[src/rtl/seven_segment_mux_gen_if.sv]
// Display-side bundle for seven_segment_mux_gen: the datapath-facing
// controls (master) and the pin-facing outputs (driven by the slave).
interface seven_segment_mux_gen_if #(
    parameter int NUM_DIGITS = 4,
    parameter int BRIGHT_W   = 4
);
    logic [4*NUM_DIGITS-1:0] data_in;
    logic [NUM_DIGITS-1:0]   dp_in;
    logic                    load;
    logic                    blank_zero;
    logic [NUM_DIGITS-1:0]   digit_en;
    logic [BRIGHT_W-1:0]     brightness;
    logic [6:0]              seven_segment;
    logic                    dp;
    logic [NUM_DIGITS-1:0]   anode;
    logic                    frame_tick;

    modport master (
        output data_in, dp_in, load, blank_zero, digit_en, brightness,
        input  seven_segment, dp, anode, frame_tick
    );

    modport slave (
        input  data_in, dp_in, load, blank_zero, digit_en, brightness,
        output seven_segment, dp, anode, frame_tick
    );
endinterface

[src/rtl/seven_segment_mux_gen.sv]
// Time-multiplexed common-anode hex display driver with shadow register,
// decimal points, digit enables, leading-zero blanking and PWM dimming.
module seven_segment_mux_gen #(
    parameter int NUM_DIGITS = 4,
    parameter int SLOT_LOG2  = 17,
    parameter int BRIGHT_W   = 4
) (
    input  logic                     clk,
    input  logic                     reset,
    seven_segment_mux_gen_if.slave   disp
);
    localparam int IDX_W = (NUM_DIGITS > 1) ? $clog2(NUM_DIGITS) : 1;

    logic [4*NUM_DIGITS-1:0] shadow_data_q, shadow_data_d;
    logic [NUM_DIGITS-1:0]   shadow_dp_q, shadow_dp_d;
    logic [SLOT_LOG2-1:0]    cnt_q, cnt_d;
    logic [IDX_W-1:0]        idx_q, idx_d;
    logic [6:0]              seg_q, seg_d;
    logic                    dp_q, dp_d;
    logic [NUM_DIGITS-1:0]   anode_q, anode_d;
    logic                    tick_q, tick_d;

    logic [4*NUM_DIGITS-1:0] upper;
    logic [3:0]              nibble;
    logic [6:0]              font_seg;
    logic                    cur_dp;
    logic                    cur_en;
    logic                    suppressed;
    logic                    pwm_on;

    always_comb begin
        shadow_data_d = disp.load ? disp.data_in : shadow_data_q;
        shadow_dp_d   = disp.load ? disp.dp_in   : shadow_dp_q;

        cnt_d = cnt_q + 1'b1;
        idx_d = idx_q;
        if (&cnt_q) begin
            idx_d = (idx_q == IDX_W'(NUM_DIGITS - 1)) ? '0 : idx_q + 1'b1;
        end
        tick_d = (idx_q == '0) && (cnt_q == '0);

        // Shifting the shadow down to the current digit leaves exactly the
        // nibbles at and above it, so "all zero" is the suppression test.
        upper      = shadow_data_q >> {idx_q, 2'b00};
        nibble     = upper[3:0];
        cur_dp     = shadow_dp_q[idx_q];
        cur_en     = disp.digit_en[idx_q];
        suppressed = disp.blank_zero && (idx_q != '0) && (upper == '0);
        pwm_on     = cnt_q[SLOT_LOG2-1 -: BRIGHT_W] <= disp.brightness;

        case (nibble)
            4'h0: font_seg = 7'b0000001;
            4'h1: font_seg = 7'b1001111;
            4'h2: font_seg = 7'b0010010;
            4'h3: font_seg = 7'b0000110;
            4'h4: font_seg = 7'b1001100;
            4'h5: font_seg = 7'b0100100;
            4'h6: font_seg = 7'b0100000;
            4'h7: font_seg = 7'b0001111;
            4'h8: font_seg = 7'b0000000;
            4'h9: font_seg = 7'b0000100;
            4'hA: font_seg = 7'b0001000;
            4'hB: font_seg = 7'b1100000;
            4'hC: font_seg = 7'b0110001;
            4'hD: font_seg = 7'b1000010;
            4'hE: font_seg = 7'b0110000;
            default: font_seg = 7'b0111000;
        endcase

        anode_d = '1;
        seg_d   = '1;
        dp_d    = 1'b1;
        if (cur_en && pwm_on && !(suppressed && !cur_dp)) begin
            anode_d[idx_q] = 1'b0;
            if (suppressed) begin
                dp_d = 1'b0;
            end else begin
                seg_d = font_seg;
                dp_d  = ~cur_dp;
            end
        end
    end

    always_ff @(posedge clk or posedge reset) begin
        if (reset) begin
            shadow_data_q <= '0;
            shadow_dp_q   <= '0;
            cnt_q         <= '0;
            idx_q         <= '0;
            seg_q         <= '1;
            dp_q          <= 1'b1;
            anode_q       <= '1;
            tick_q        <= 1'b0;
        end else begin
            shadow_data_q <= shadow_data_d;
            shadow_dp_q   <= shadow_dp_d;
            cnt_q         <= cnt_d;
            idx_q         <= idx_d;
            seg_q         <= seg_d;
            dp_q          <= dp_d;
            anode_q       <= anode_d;
            tick_q        <= tick_d;
        end
    end

    assign disp.seven_segment = seg_q;
    assign disp.dp            = dp_q;
    assign disp.anode         = anode_q;
    assign disp.frame_tick    = tick_q;
endmodule

[src/flat_wrapper.sv]
// flat-port wrapper written by rule: the top's interface ports become plain ports
module seven_segment_mux_gen_flat 
#(
    parameter int NUM_DIGITS = 4,
    parameter int SLOT_LOG2  = 17,
    parameter int BRIGHT_W   = 4
)
  (clk, reset, disp_data_in, disp_dp_in, disp_load, disp_blank_zero, disp_digit_en, disp_brightness, disp_seven_segment, disp_dp, disp_anode, disp_frame_tick);
  seven_segment_mux_gen_if #(.NUM_DIGITS(NUM_DIGITS), .BRIGHT_W(BRIGHT_W)) disp_i ();
  input  logic clk;
  input  logic reset;
  input wire logic [$bits(disp_i.data_in)-1:0] disp_data_in;
  input wire logic [$bits(disp_i.dp_in)-1:0] disp_dp_in;
  input wire logic [$bits(disp_i.load)-1:0] disp_load;
  input wire logic [$bits(disp_i.blank_zero)-1:0] disp_blank_zero;
  input wire logic [$bits(disp_i.digit_en)-1:0] disp_digit_en;
  input wire logic [$bits(disp_i.brightness)-1:0] disp_brightness;
  output wire logic [$bits(disp_i.seven_segment)-1:0] disp_seven_segment;
  output wire logic [$bits(disp_i.dp)-1:0] disp_dp;
  output wire logic [$bits(disp_i.anode)-1:0] disp_anode;
  output wire logic [$bits(disp_i.frame_tick)-1:0] disp_frame_tick;
  assign disp_i.data_in = disp_data_in;
  assign disp_i.dp_in = disp_dp_in;
  assign disp_i.load = disp_load;
  assign disp_i.blank_zero = disp_blank_zero;
  assign disp_i.digit_en = disp_digit_en;
  assign disp_i.brightness = disp_brightness;
  assign disp_seven_segment = disp_i.seven_segment;
  assign disp_dp = disp_i.dp;
  assign disp_anode = disp_i.anode;
  assign disp_frame_tick = disp_i.frame_tick;
  seven_segment_mux_gen #(.NUM_DIGITS(NUM_DIGITS), .SLOT_LOG2(SLOT_LOG2), .BRIGHT_W(BRIGHT_W)) u_core (.clk(clk), .reset(reset), .disp(disp_i));
endmodule
[config.mk]
export PLATFORM = sky130hd
export DESIGN_NAME = seven_segment_mux_gen_flat
export DESIGN_NICKNAME = d
export VERILOG_FILES = /design/src/rtl/seven_segment_mux_gen_if.sv /design/src/rtl/seven_segment_mux_gen.sv /design/src/flat_wrapper.sv
export SDC_FILE = /design/constraint.sdc
export NUM_CORES = 1
export LEC_CHECK = 0
export ABC_AREA = 1
export BUFFER_PORTS_ARGS = -buffer_cell sky130_fd_sc_hd__buf_2
export CORE_MARGIN = 2
export CORE_UTILIZATION = 60
export DETAILED_ROUTE_END_ITERATION = 10
export GPL_TIMING_DRIVEN = 0
export PLACE_DENSITY = 0.84
export SYNTH_ARGS = -nofsm -noshare
export SYNTH_HDL_FRONTEND = slang
export SYNTH_SLANG_ARGS = --single-unit
[constraint.sdc]
create_clock -name clk -period 4.4 [get_ports clk]
set_input_delay 0.66 -clock clk [delete_from_list [all_inputs] [get_ports clk]]
set_output_delay 0.66 -clock clk [all_outputs]
set_load 0.02 [all_outputs]
=== After elaboration in Yosys (flattened, before gate mapping) ===
Memory sizes are Yosys's and may differ from the RTL's.
Cells that the tools add are included.

* Input port bits: 32
* Memory bits (writable): 0
* Bits in read-only memories: 112
* Output and inout port bits: 13
* Bits in latches: 0
* Bits in registers: 52
* Logic and storage cells: 44
* Memories kept: 1

* Add/subtract/negate cells: 2
* Divide/modulo/power cells: 0
* Bitwise gates (word level): 2
* Eq/ne operators: 1
* Shift-type cells: 1
* Order comparisons: 3
* Mux-type cells: 12
* Reductions and logical operators: 14
* Multiply operators: 0

{| class="wikitable"
|+ Memory list
! name !! depth !! bits a word !! read ports !! clocked after Yosys merged registers in !! wr ports !! line !! text
|-
| (no name shown) || 16 || 7 || 1 || 0 || 0 || seven_segment_mux_gen.sv:51 || <nowiki>case (nibble)</nowiki>
|}

{| class="wikitable"
|+ Operator list
! kind !! count
|-
| $add A17 B1 Y17 const B || 1
|-
| $logic_not A17 Y1 || 1
|-
| $reduce_and A17 Y1 || 1
|-
| $logic_not A16 Y1 || 1
|-
| $shr A16 B4 Y16 || 1
|-
| $mux W7 || 2
|-
| $logic_and A1 B1 Y1 || 7
|-
| $mux W1 || 5
|-
| $bmux W1 S2 || 2
|-
| $le A4 B4 Y1 || 1
|-
| $mux W4 || 1
|-
| $not A4 Y4 || 1
|-
| $lt A2 B3 Y1 const B || 1
|-
| $add A2 B1 Y2 const B || 1
|-
| $demux W1 S2 || 1
|-
| $eq A2 B2 Y1 const B || 1
|-
| $ge A2 B1 Y1 const B || 1
|-
| $logic_not A1 Y1 || 2
|-
| $logic_not A2 Y1 || 1
|-
| $mux W2 || 1
|-
| $reduce_bool A2 Y1 || 1
|-
| $not A1 Y1 || 1
|}

=== Longest topological paths before layout ===
Gate-level depths: netlist of the first run.

* Depth in word-level cells: 7
* Depth in mapped cells: 13
* Gate-level depth less buffers: 13

=== Least setup slack after synthesis of the first run ===
OpenSTA, ideal clock, no wires.

* Path type: reg-to-reg
* Start point: register u_core.idx_q[0]
* End point: register u_core.seg_q[3] (netlist: u_core.disp.seven_segment[3])
* Stages on the path, launching flop included: 13
* Setup slack: 2.752 ns
* Setup time: 0.060 ns
* Clock period less this slack: 1.648 ns
* Buffers on the path: 1
* Arrival time: 1.588 ns
* Required time: 4.340 ns
* Cell sequence: dfrtp_1 > inv_2 > buf_6 > nand2_1 > nand3_1 > nand2_2 > ha_1 > nand3_1 > nor2_1 > nand2_1 > nand2_2 > nand2_2 > nand2_1

* Word-level cells in the longest chain between the ends: 7
* Elaborated cells on any way between the ends: 17
* Those cells by class: shift (1); mux (6); reduce/logical (9); memory (1)

{| class="wikitable"
|+ RTL lines
! element !! line !! text
|-
| start, declared || seven_segment_mux_gen.sv:17 || <nowiki>logic [IDX_W-1:0] idx_q, idx_d;</nowiki>
|-
| start signal, assigned || seven_segment_mux_gen.sv:98 || <nowiki>idx_q <= idx_d;</nowiki>
|-
| branches (longest 6 deep; another with $mem_v2 Z16 W7) || -- ||
|-
| $mux W7 (*) || seven_segment_mux_gen.sv:73 || <nowiki>if (cur_en && pwm_on && !(suppressed && !cur_dp)) begin</nowiki>
|-
| named net u_core.seg_d[3] || seven_segment_mux_gen.sv:18 || <nowiki>logic [6:0] seg_q, seg_d;</nowiki>
|-
| end signal, assigned || seven_segment_mux_gen.sv:99 || <nowiki>seg_q <= seg_d;</nowiki>
|-
| end, declared || seven_segment_mux_gen.sv:18 ||
|}

Mark *: on every way through the listed nets, which the timed path passes. The select of a mux whose other input is x is not followed.
A chain may end at the register's enable or synchronous reset.

=== Final worst setup path of the first run ===
* Start point: register u_core.idx_q[0]
* End point: register u_core.seg_q[1] (netlist: u_core.disp.seven_segment[1])

Same word-level chain as after synthesis.

==> metrics.txt, run 1 <==
Final setup viols 0; Post-synth ARST share 1.000; skew final between 10 and 15 ps; share of cells above drive strength 1 0.2760; TritonCTS clock tree done; CP endpoint kind flip-flop; status finished, final reports clean; core area 0.004414 mm^2; top cells by count, synth nand2_1, dfrtp_1, inv_1, nand3_1, nor2_1; # diodes 0; NumNets Final about 410; RR Startpoint u_core.idx_q[0]$_DFFE_PP0P_; Min-Delay Path Class in2async; pwr dens approximately 310 mW/mm^2; # resized after CTS 0; Die ar. roughly 0.0052 mm^2; Clock H-tree levels 2; switch share 0.2541; Detail Route Antenna Nets 0; cells after synthesis roughly 310; count leader, synth nand2_1; initial drt markers about 130; unrepaired setup endpoints after global routing no; Tot GR Track Use 0.2242; sequential group share of total power 0.532; CTS Buf Count 5; global-route wire length before repair 9108 um; Die Height around 72 um; crit-path max FO 11; post-DP HPWL 4101 um; nature of the critical path startpoint flip-flop; Final Hold Vio Count 0; final WL about 5200 um; register area share after synthesis 0.4745; # clock sinks 52; max cap viols 0; beginning of the critical path u_core.idx_q[0]$_DFFE_PP0P_; count of flip-flops with a built-in enable after synthesis 0; Multi-input gate area about 0.0013 mm^2; io pins 45; total gr overflow 0; final hold slack roughly 350 ps; Net Sw Power 0.0002509 W; Hold Buf Count CTS 0; #FFs+latches synth 52; clock share of power 0.323; Layout fillers approximately 330; Crit path required time around 4600 ps; Peak VDD IR ~0.19 mV; vias in the first global route about 2100; area delta synth->final 14.70%; Avg Synthesized Cell Area approximately 9 um^2; Setup TNS 0 ps; kind of critical path reg2reg; Final GP Congestion between 0.9 and 1; Slew headroom 0.6918; Worst-path clk slew approximately 90 ps; worst slew pin tran between 400 and 500 ps; Initial Util 0.6284; synth warn 0; Synth Flop Type dfrtp_1; largest cells by area after synthesis dfrtp_1, nand2_1, dfstp_2; initial antenna violation count 0; Final min period 1942 ps; cell taking the most area after synthesis dfrtp_1; Pleak approximately 1.6 nW; Avg WL per Cell around 13 um; unique cell type count in the Yosys netlist 30; post-CTS setup buffers 0; clk buf depth 2; drt first pass iters 4; fin. max-slew vios 0; Yosys top cell area share 0.3608; PortBufs 43; num rows 24; fmax about 500 MHz; Clk Latency, worst-skew pair 300 ps; residual DRC count 0; dpl cells between 400 and 500; largest net degree at the start of global routing 33; final worst-path cycle share 0.4413; FF/Latch Area about 0.0013 mm^2; Post-Layout Cell Count roughly 420; Int Pwr 0.0007362 W; arrival time at the worst endpoint approximately 2200 ps; Synthesized Nets around 360; Gate power share 0.145; Via density 5.218; Die W 72.00 um; r2r setup slk 2460 ps; mapped cell area 0.002774 mm^2; via count between 2000 and 2500; Root Buffer clkbuf_8
==> final timing paths <==
| check | cells past startpoint | end |
|---|---|---|
| min in group clk | 1 | u_core.cnt_q[0]$_DFF_PP0_ |
| max | 11 | u_core.disp.seven_segment[1]$_DFF_PP1_ |
| min reg2reg | 1 | u_core.cnt_q[0]$_DFF_PP0_ |
| min | 2 | u_core.shadow_data_q[0]$_DFFE_PP0P_ |
| max in group asynchronous | 3 | u_core.disp.seven_segment[6]$_DFF_PP1_ |
| max reg2reg | 11 | u_core.disp.seven_segment[1]$_DFF_PP1_ |
==> power by group through the flow <==
stage	registers (W)	logic [W]	clock network [W]
2_1_floorplan	0.000544	0.0000859	0
3_3_place_gp	0.000533	0.000136	0
3_5_place_dp	0.000535	0.000143	0
4_1_cts	0.000525	0.000143	0.000324
5_1_grt	0.000528	0.000162	0.000345
6_report	0.000525	0.000143	0.000319
==> placed cells by master, fill, tap and decap left out, types with 7 or more instances in the layout <==
master   instances
dfstp_2         12
nand2_1         88
nand3_1         22
inv_1           30
ha_1            17
xor2_1           9
nor2_1          21
buf_2           45
dfrtp_1         40
o21ai_0         13
inv_2            7
mux2_2          12
==> final cells by class <==
class,count,area share
Clock inverter,2,0.01101
Tap cell,52,0.02045
Timing Repair Buffer,44,0.07393
Clock buffer,6,0.02281
Sequential cell,52,0.4137
Buffer,5,0.01022
Inverter,37,0.04365
Multi-Input combinational cell,220,0.4042
==> cell families after synthesis <==
logic type,count (synthesis),synth area share
compound gates,23,0.04150
mux,12,0.04871
simple gates,156,0.2589
fa+ha+maj,17,0.07668
xor+xnor,12,0.03789
buf+inv,42,0.06179
flops,52,0.4745
==> metrics by stage <==
| stage | instance area, um^2 | total power, W | util | setup slack (ps) |
|---|---|---|---|---|
| after floorplan | 2774 | 0.0006298 | - | 2502 |
| after global placement | 3054 | 0.0006687 | 0.6919 | 1953 |
| final | 3182 | 0.0009871 | 0.7208 | 2458 |
| after CTS | 3182 | 0.0009928 | 0.7208 | 2469 |
| after detailed placement | 3074 | 0.0006775 | 0.6964 | 2490 |
| after global routing | 3182 | 0.001035 | 0.7208 | 2268 |
==> sequential cells by signal (all words and copies together), names as in the netlist <==
name / count
u_core.cnt_q: 17
u_core.shadow_data_q: 16
u_core.disp.seven_segment: 7
u_core.disp.anode: 4
u_core.shadow_dp_q: 4
u_core.idx_q: 2
u_core.disp.dp: 1
u_core.disp.frame_tick: 1
==> critical path, stage by stage (launching register included) <==
cell     delay, ps
dfrtp_1        520
inv_2          120
buf_6          160
nand2_1         60
nand3_1         80
nand2_2        170
inv_1           80
ha_1           260
nand3_1        120
nor2_1          60
a21oi_1        140
nand2_1         80
==> layer usage <==
layer / vias up / share of wire / GRT usage
li1: 1094 / - / -
met1: 1020 / 0.45 / 0.2906
met2: 59 / 0.49 / 0.3786
met3: 8 / 0.048 / 0.04583
met4: 0 / 0.015 / 0.07547
met5: - / 0 / 0
Note: power is estimated with default switching activity, not from simulation.
==> run 2, diff against run 1 <==
--- a/config.mk
+++ b/config.mk
@@ -8,10 +8,10 @@
 export ABC_AREA = 1
 export BUFFER_PORTS_ARGS = -buffer_cell sky130_fd_sc_hd__buf_2
 export CORE_MARGIN = 2
-export CORE_UTILIZATION = 60
+export CORE_UTILIZATION = 51
 export DETAILED_ROUTE_END_ITERATION = 10
 export GPL_TIMING_DRIVEN = 0
-export PLACE_DENSITY = 0.84
+export PLACE_DENSITY = 0.76
 export SYNTH_ARGS = -nofsm -noshare
 export SYNTH_HDL_FRONTEND = slang
 export SYNTH_SLANG_ARGS = --single-unit
==> constraint.sdc (replaced) <==
create_clock -name clk -period 1.6 [get_ports clk]
set_input_delay 0.24 -clock clk [delete_from_list [all_inputs] [get_ports clk]]
set_output_delay 0.24 -clock clk [all_outputs]
set_load 0.02 [all_outputs]
==> run 2 against run 1 <==
Against the previous run:
- largest power group unchanged
- clock power is 130% higher
- via count is 3.5% higher
- the run now ends with negative setup slack left
- critical endpoint unchanged
- non-clock buffer count is 23 higher
- first-iteration DRC count is 26% lower
- cell count is 9.8% higher
==> metrics.txt, run 2 (synthesized netlist as in run 1, its figures left out) <==
status finished, violations left; failing checks negative setup slack; final WL between 5000 and 6000 um; Root Buffer clkbuf_8; dpl cells around 430; unrepaired setup endpoints after global routing yes; Crit path required time 1830 ps; global-route wire length before repair 9639 um; Die W between 70 and 80 um; max cap viols 0; clk buf depth 2; worst slew pin tran between 400 and 500 ps; Avg WL per Cell between 10 and 15 um; core area about 0.0052 mm^2; Die Height a little under 80 um; Final min period approximately 1700 ps; PnR worst setup slack -89.64 ps; kind of critical path reg2reg; pwr dens roughly 740 mW/mm^2; residual DRC count 0; share of cells above drive strength 1 0.3779; skew final 14.74 ps; area delta synth->final 26.52%; initial antenna violation count 0; TritonCTS clock tree done; Clk Latency, worst-skew pair 310 ps; nature of the critical path startpoint flip-flop; # clock sinks 52; Post-Layout Cell Count approximately 460; pre-CTS setup slack -227.8 ps; fin. max-slew vios 0; Clock H-tree levels 2; Worst-path clk slew 100 ps; max reg flops 17; NumNets Final around 440; Final Hold Vio Count 0; initial drt markers 97; CP endpoint kind flip-flop; via count 2258; Initial Util 0.5363; num rows 26; most common cell after layout, fill and taps aside nand2_1; crit-path max FO 7; io pins between 40 and 50; Detail Route Antenna Nets 0; largest net degree at the start of global routing 33; total gr overflow 0; Largest Register u_core.cnt_q; Tot GR Track Use 0.1996; arrival time at the worst endpoint roughly 1900 ps; PortBufs between 40 and 50; post-DP HPWL 3965 um; # diodes 0; Final GP Congestion roughly 0.81; Final setup viols 10; most frequent cells in the layout nand2_1, buf_2, dfrtp_1; Pleak around 1.8 nW; drt first pass iters 4; Slew headroom 0.7173; vias in the first global route between 2000 and 2500; Die ar. 0.006045 mm^2; Peak VDD IR between 0.5 and 0.6 mV; CTS Buf Count 5; fmax slightly below 600 MHz; Min-Delay Path Class in2reg; Via density slightly below 5; final worst-path cycle share 1.056
run 2: changes by cell type in the layout (fill, tap and decap cells not counted), sizes merged:
cell / delta
bufinv: -1
dlygate4sd3: +1
clkinvlp: +1
buf: +22
run 2: power breakdown:
group          internal (W)  switching, W  total (W)
clock              0.000306      0.000422   0.000729
combinational      0.000178      0.000259   0.000436
sequential          0.00141     0.0000363    0.00144
total               0.00189      0.000717    0.00261
run 2: stage by stage:
step           hold slack (ps)  area (um^2)  TNS, ps    util  total power (W)
2_1_floorplan            356.8         2786   -16.57       -         0.001732
6_report                 140.4         3510   -246.1  0.6785         0.002607
5_1_grt                  141.7         3510    -1630  0.6785         0.002749
4_1_cts                  137.6         3435   -231.5  0.6640         0.002608
3_3_place_gp             449.7         3089   -21930  0.5972         0.001840
3_5_place_dp             264.7         3109    -2721  0.6011         0.001856
run 2: layer usage:
| metal | part of all wire | vias up | GRT usage |
|---|---|---|---|
| met5 | 0 | - | 0 |
| met4 | 0.017 | 0 | 0.07500 |
| met3 | 0.044 | 10 | 0.03721 |
| met2 | 0.50 | 48 | 0.3397 |
| met1 | 0.44 | 1050 | 0.2521 |
| li1 | - | 1150 | - |
run 2: area by class of cell:
type                            count  area (um^2)
Multi-Input combinational cell    220         1421
Sequential cell                    52         1319
Clock inverter                      2        12.51
Tap cell                           70        87.58
Buffer                              4        25.02
Clock buffer                        6        72.57
Inverter                           37        146.4
Fill cell                         406         1663
Timing Repair Buffer               68        425.4
run 2: worst paths after layout:
check	startpoint	to	slack, ps	cells after the start
setup / recovery	u_core.idx_q[0]$_DFFE_PP0P_	u_core.disp.seven_segment[1]$_DFF_PP1_	-90	10
hold / removal	disp_data_in[9]	u_core.shadow_data_q[9]$_DFFE_PP0P_	140	3
setup reg to reg	u_core.idx_q[0]$_DFFE_PP0P_	u_core.disp.seven_segment[1]$_DFF_PP1_	-90	10
hold reg to reg	u_core.shadow_dp_q[0]$_DFFE_PP0P_	u_core.shadow_dp_q[0]$_DFFE_PP0P_	510	1
max in group asynchronous	reset	u_core.idx_q[1]$_DFFE_PP0P_	610	4
min in group asynchronous	reset	u_core.shadow_data_q[6]$_DFFE_PP0P_	480	3
run 2: timing repair:
action                                  CTS  global route
endpoints found under the setup margin   14            15
pin swaps                                16            14
endpoints found under the hold margin     8             0
gates cloned                              0             0
hold buffers                              1             0
gates resized for setup                  28             8
buffers inserted                         18             5
run 2: worst max-delay path, stage by stage (launching register included):
cell and delay, ps:
dfrtp_2 480, buf_6 160, nand2_2 70, nand3_2 80, nand2_4 120, inv_2 50, ha_2 210, nand3_1 110
nor2_1 60, a21oi_1 180, nand2_1 80
==> run 3, diff against run 2 <==
==> constraint.sdc (replaced) <==
create_clock -name clk -period 1.5 [get_ports clk]
set_input_delay 0 -clock clk [delete_from_list [all_inputs] [get_ports clk]]
set_output_delay 0 -clock clk [all_outputs]
set_load 0.02 [all_outputs]
==> run 3 against run 2 <==
Against the previous run:
- the run still ends with negative setup slack left
- sequential share of layout area decreased by 2.7 points
- global-route usage increased by 2.4 points
- setup slack got worse by 77 ps
- clock power increased by 13%
- critical path depth unchanged
- fmax increased by 1.4%
- design area increased by 7.7%
- clock skew decreased by 1.0 ps
- flip-flop and latch count unchanged
- via count increased by 7.0%
==> metrics.txt, run 3 (synthesized netlist as in run 1, its figures left out) <==
Final Hold Vio Count 0; Final setup viols 14; crit-path max FO 7; final WL around 6500 um; io pins 45; most common cell after layout, fill and taps aside nand2_1; Final GP Congestion 0.8627; final hold slack approximately 120 ps; Slew headroom 0.6640; Layout fillers around 360; Gate power share 0.184; r2r setup slk -170 ps; global-route wire length before repair between 10000 and 15000 um; clock share of power 0.285; Critical R2R Capture u_core.disp.seven_segment[2]$_DFF_PP1_; pwr dens about 770 mW/mm^2; Post-DP Area between 0.003 and 0.004 mm^2; share of cells above drive strength 1 0.3775; area delta synth->final 36.31%; # clock sinks 52; Multi-input gate area 0.001493 mm^2; Worst-path clk slew roughly 100 ps; NumNets Final around 460; switch share 0.2727; nature of the critical path startpoint flip-flop; residual DRC count 0; crit path cell chain buf_6, nand2_2, nand3_2, nand2_4, inv_4, buf_4, ha_1, nand3_1, nand3_1, nand4_1; largest net degree at the start of global routing 31; sequential group share of total power 0.531; RR Startpoint u_core.idx_q[0]$_DFFE_PP0P_; Hold EP u_core.shadow_dp_q[0]$_DFFE_PP0P_; slowest stage delay, CP 460 ps; Avg WL per Cell between 10 and 15 um; PnR worst setup slack -166.6 ps; Via density about 5; Tot GR Track Use 0.2238; max reg flops 17; worst r2r path cells 10; WHS Path Cells 2; # diodes 0; CP top delay family simple AND/OR/NAND/NOR gates; Pwr Total 0.002901 W; Die W 77.75 um; Net Sw Power 0.0007911 W; arrival time at the worst endpoint around 1900 ps; initial drt markers 153; FF/Latch Area ~0.0013 mm^2; fin. max-slew vios 0; most used cell, CP nand3_1; Die ar. between 0.006 and 0.007 mm^2; Largest Register u_core.cnt_q; Clk Latency, worst-skew pair between 300 and 400 ps; final worst-path cycle share 1.111; CTS Buf Count 5; core area roughly 0.0052 mm^2; hold_sp disp_load; fmax about 600 MHz; post-DP HPWL 4097 um; clk buf depth 2; Peak VDD IR about 0.65 mV; Setup TNS -1676 ps; via count ~2400; Int Pwr between 0.002 and 0.0025 W; num rows 26; failing checks negative setup slack; Buf/Inv on CP 3; Root Buffer clkbuf_8; total gr overflow 0; Min-Delay Path Class in2reg; drt first pass iters 4; worst slew pin tran between 500 and 600 ps; Design Area, Final between 0.003 and 0.004 mm^2; most frequent cells in the layout nand2_1, buf_2, dfrtp_1; initial antenna violation count 0; Die Height around 78 um; Pleak approximately 1.9 nW; skew final 13.70 ps; status finished, violations left; Clock H-tree levels 2; PortBufs 43; Final min period ~1700 ps; Detail Route Antenna Nets 0; unrepaired setup endpoints after global routing yes; kind of critical path reg2reg; Initial Util 0.5363; max cap viols 0; beginning of the critical path u_core.idx_q[0]$_DFFE_PP0P_; Crit-path slowest cell dfrtp_2; CP endpoint kind flip-flop; TritonCTS clock tree done; vias in the first global route roughly 2300; Crit path required time 1750 ps
run 3: per-layer routing:
layer	part of all wire	GRT usage	vias to the layer above
li1	-	-	1191
met1	0.41	0.2718	1132
met2	0.51	0.3983	79
met3	0.053	0.03372	14
met4	0.023	0.08571	0
met5	0	0	-
run 3: stage by stage:
stage          instances  utilization  worst slack (ps)
2_1_floorplan        314            -            -107.8
3_3_place_gp         427       0.6033            -522.2
3_5_place_dp         428       0.6072            -397.7
4_1_cts              472       0.7049            -191.8
5_1_grt              478       0.7310            -250.9
6_report             478       0.7310            -166.6
run 3: what timing repair did:
item,CTS,global route
buffers inserted,16,8
gates resized for setup,22,21
pin swaps,7,16
endpoints found under the setup margin,17,19
hold endpoints to repair,41,0
hold buffers,21,0
run 3: worst register-to-register path: stages (launching register included):
cell,delay (ps)
dfrtp_2,460
buf_6,160
nand2_2,70
nand3_2,90
nand2_4,130
inv_4,60
buf_4,130
ha_1,170
nand3_1,100
nand3_1,100
nand4_1,130
run 3: power by group through the flow:
stage | sequential [W] | clock [W] | combinational, W
floorplan | 0.00160 | 0 | 0.000261
global placement | 0.00156 | 0 | 0.000411
detailed placement | 0.00156 | 0 | 0.000428
CTS | 0.00154 | 0.000843 | 0.000509
global route | 0.00155 | 0.000908 | 0.000594
finish | 0.00154 | 0.000827 | 0.000534
run 3: layout make-up:
| type | instances | share of cell area |
|---|---|---|
| Inverter | 37 | 0.03938 |
| Multi-Input combinational cell | 220 | 0.3948 |
| Sequential cell | 52 | 0.3488 |
| Buffer | 4 | 0.006618 |
| Clock inverter | 1 | 0.001985 |
| Clock buffer | 7 | 0.02283 |
| Timing Repair Buffer | 87 | 0.1625 |
| Tap cell | 70 | 0.02316 |
run 3: worst max path at each step:
stage / end / slack (ps) / cells after the start
after floorplan: u_core.cnt_q[16]$_DFF_PP0_ / -110 / 6
after global placement: u_core.idx_q[0]$_DFFE_PP0P_ / -520 / 2
after detailed placement: u_core.disp.seven_segment[3]$_DFF_PP1_ / -400 / 11
after CTS: u_core.idx_q[1]$_DFFE_PP0P_ / -190 / 8
after global routing: u_core.disp.anode[3]$_DFF_PP1_ / -250 / 11
final: u_core.disp.seven_segment[2]$_DFF_PP1_ / -170 / 10
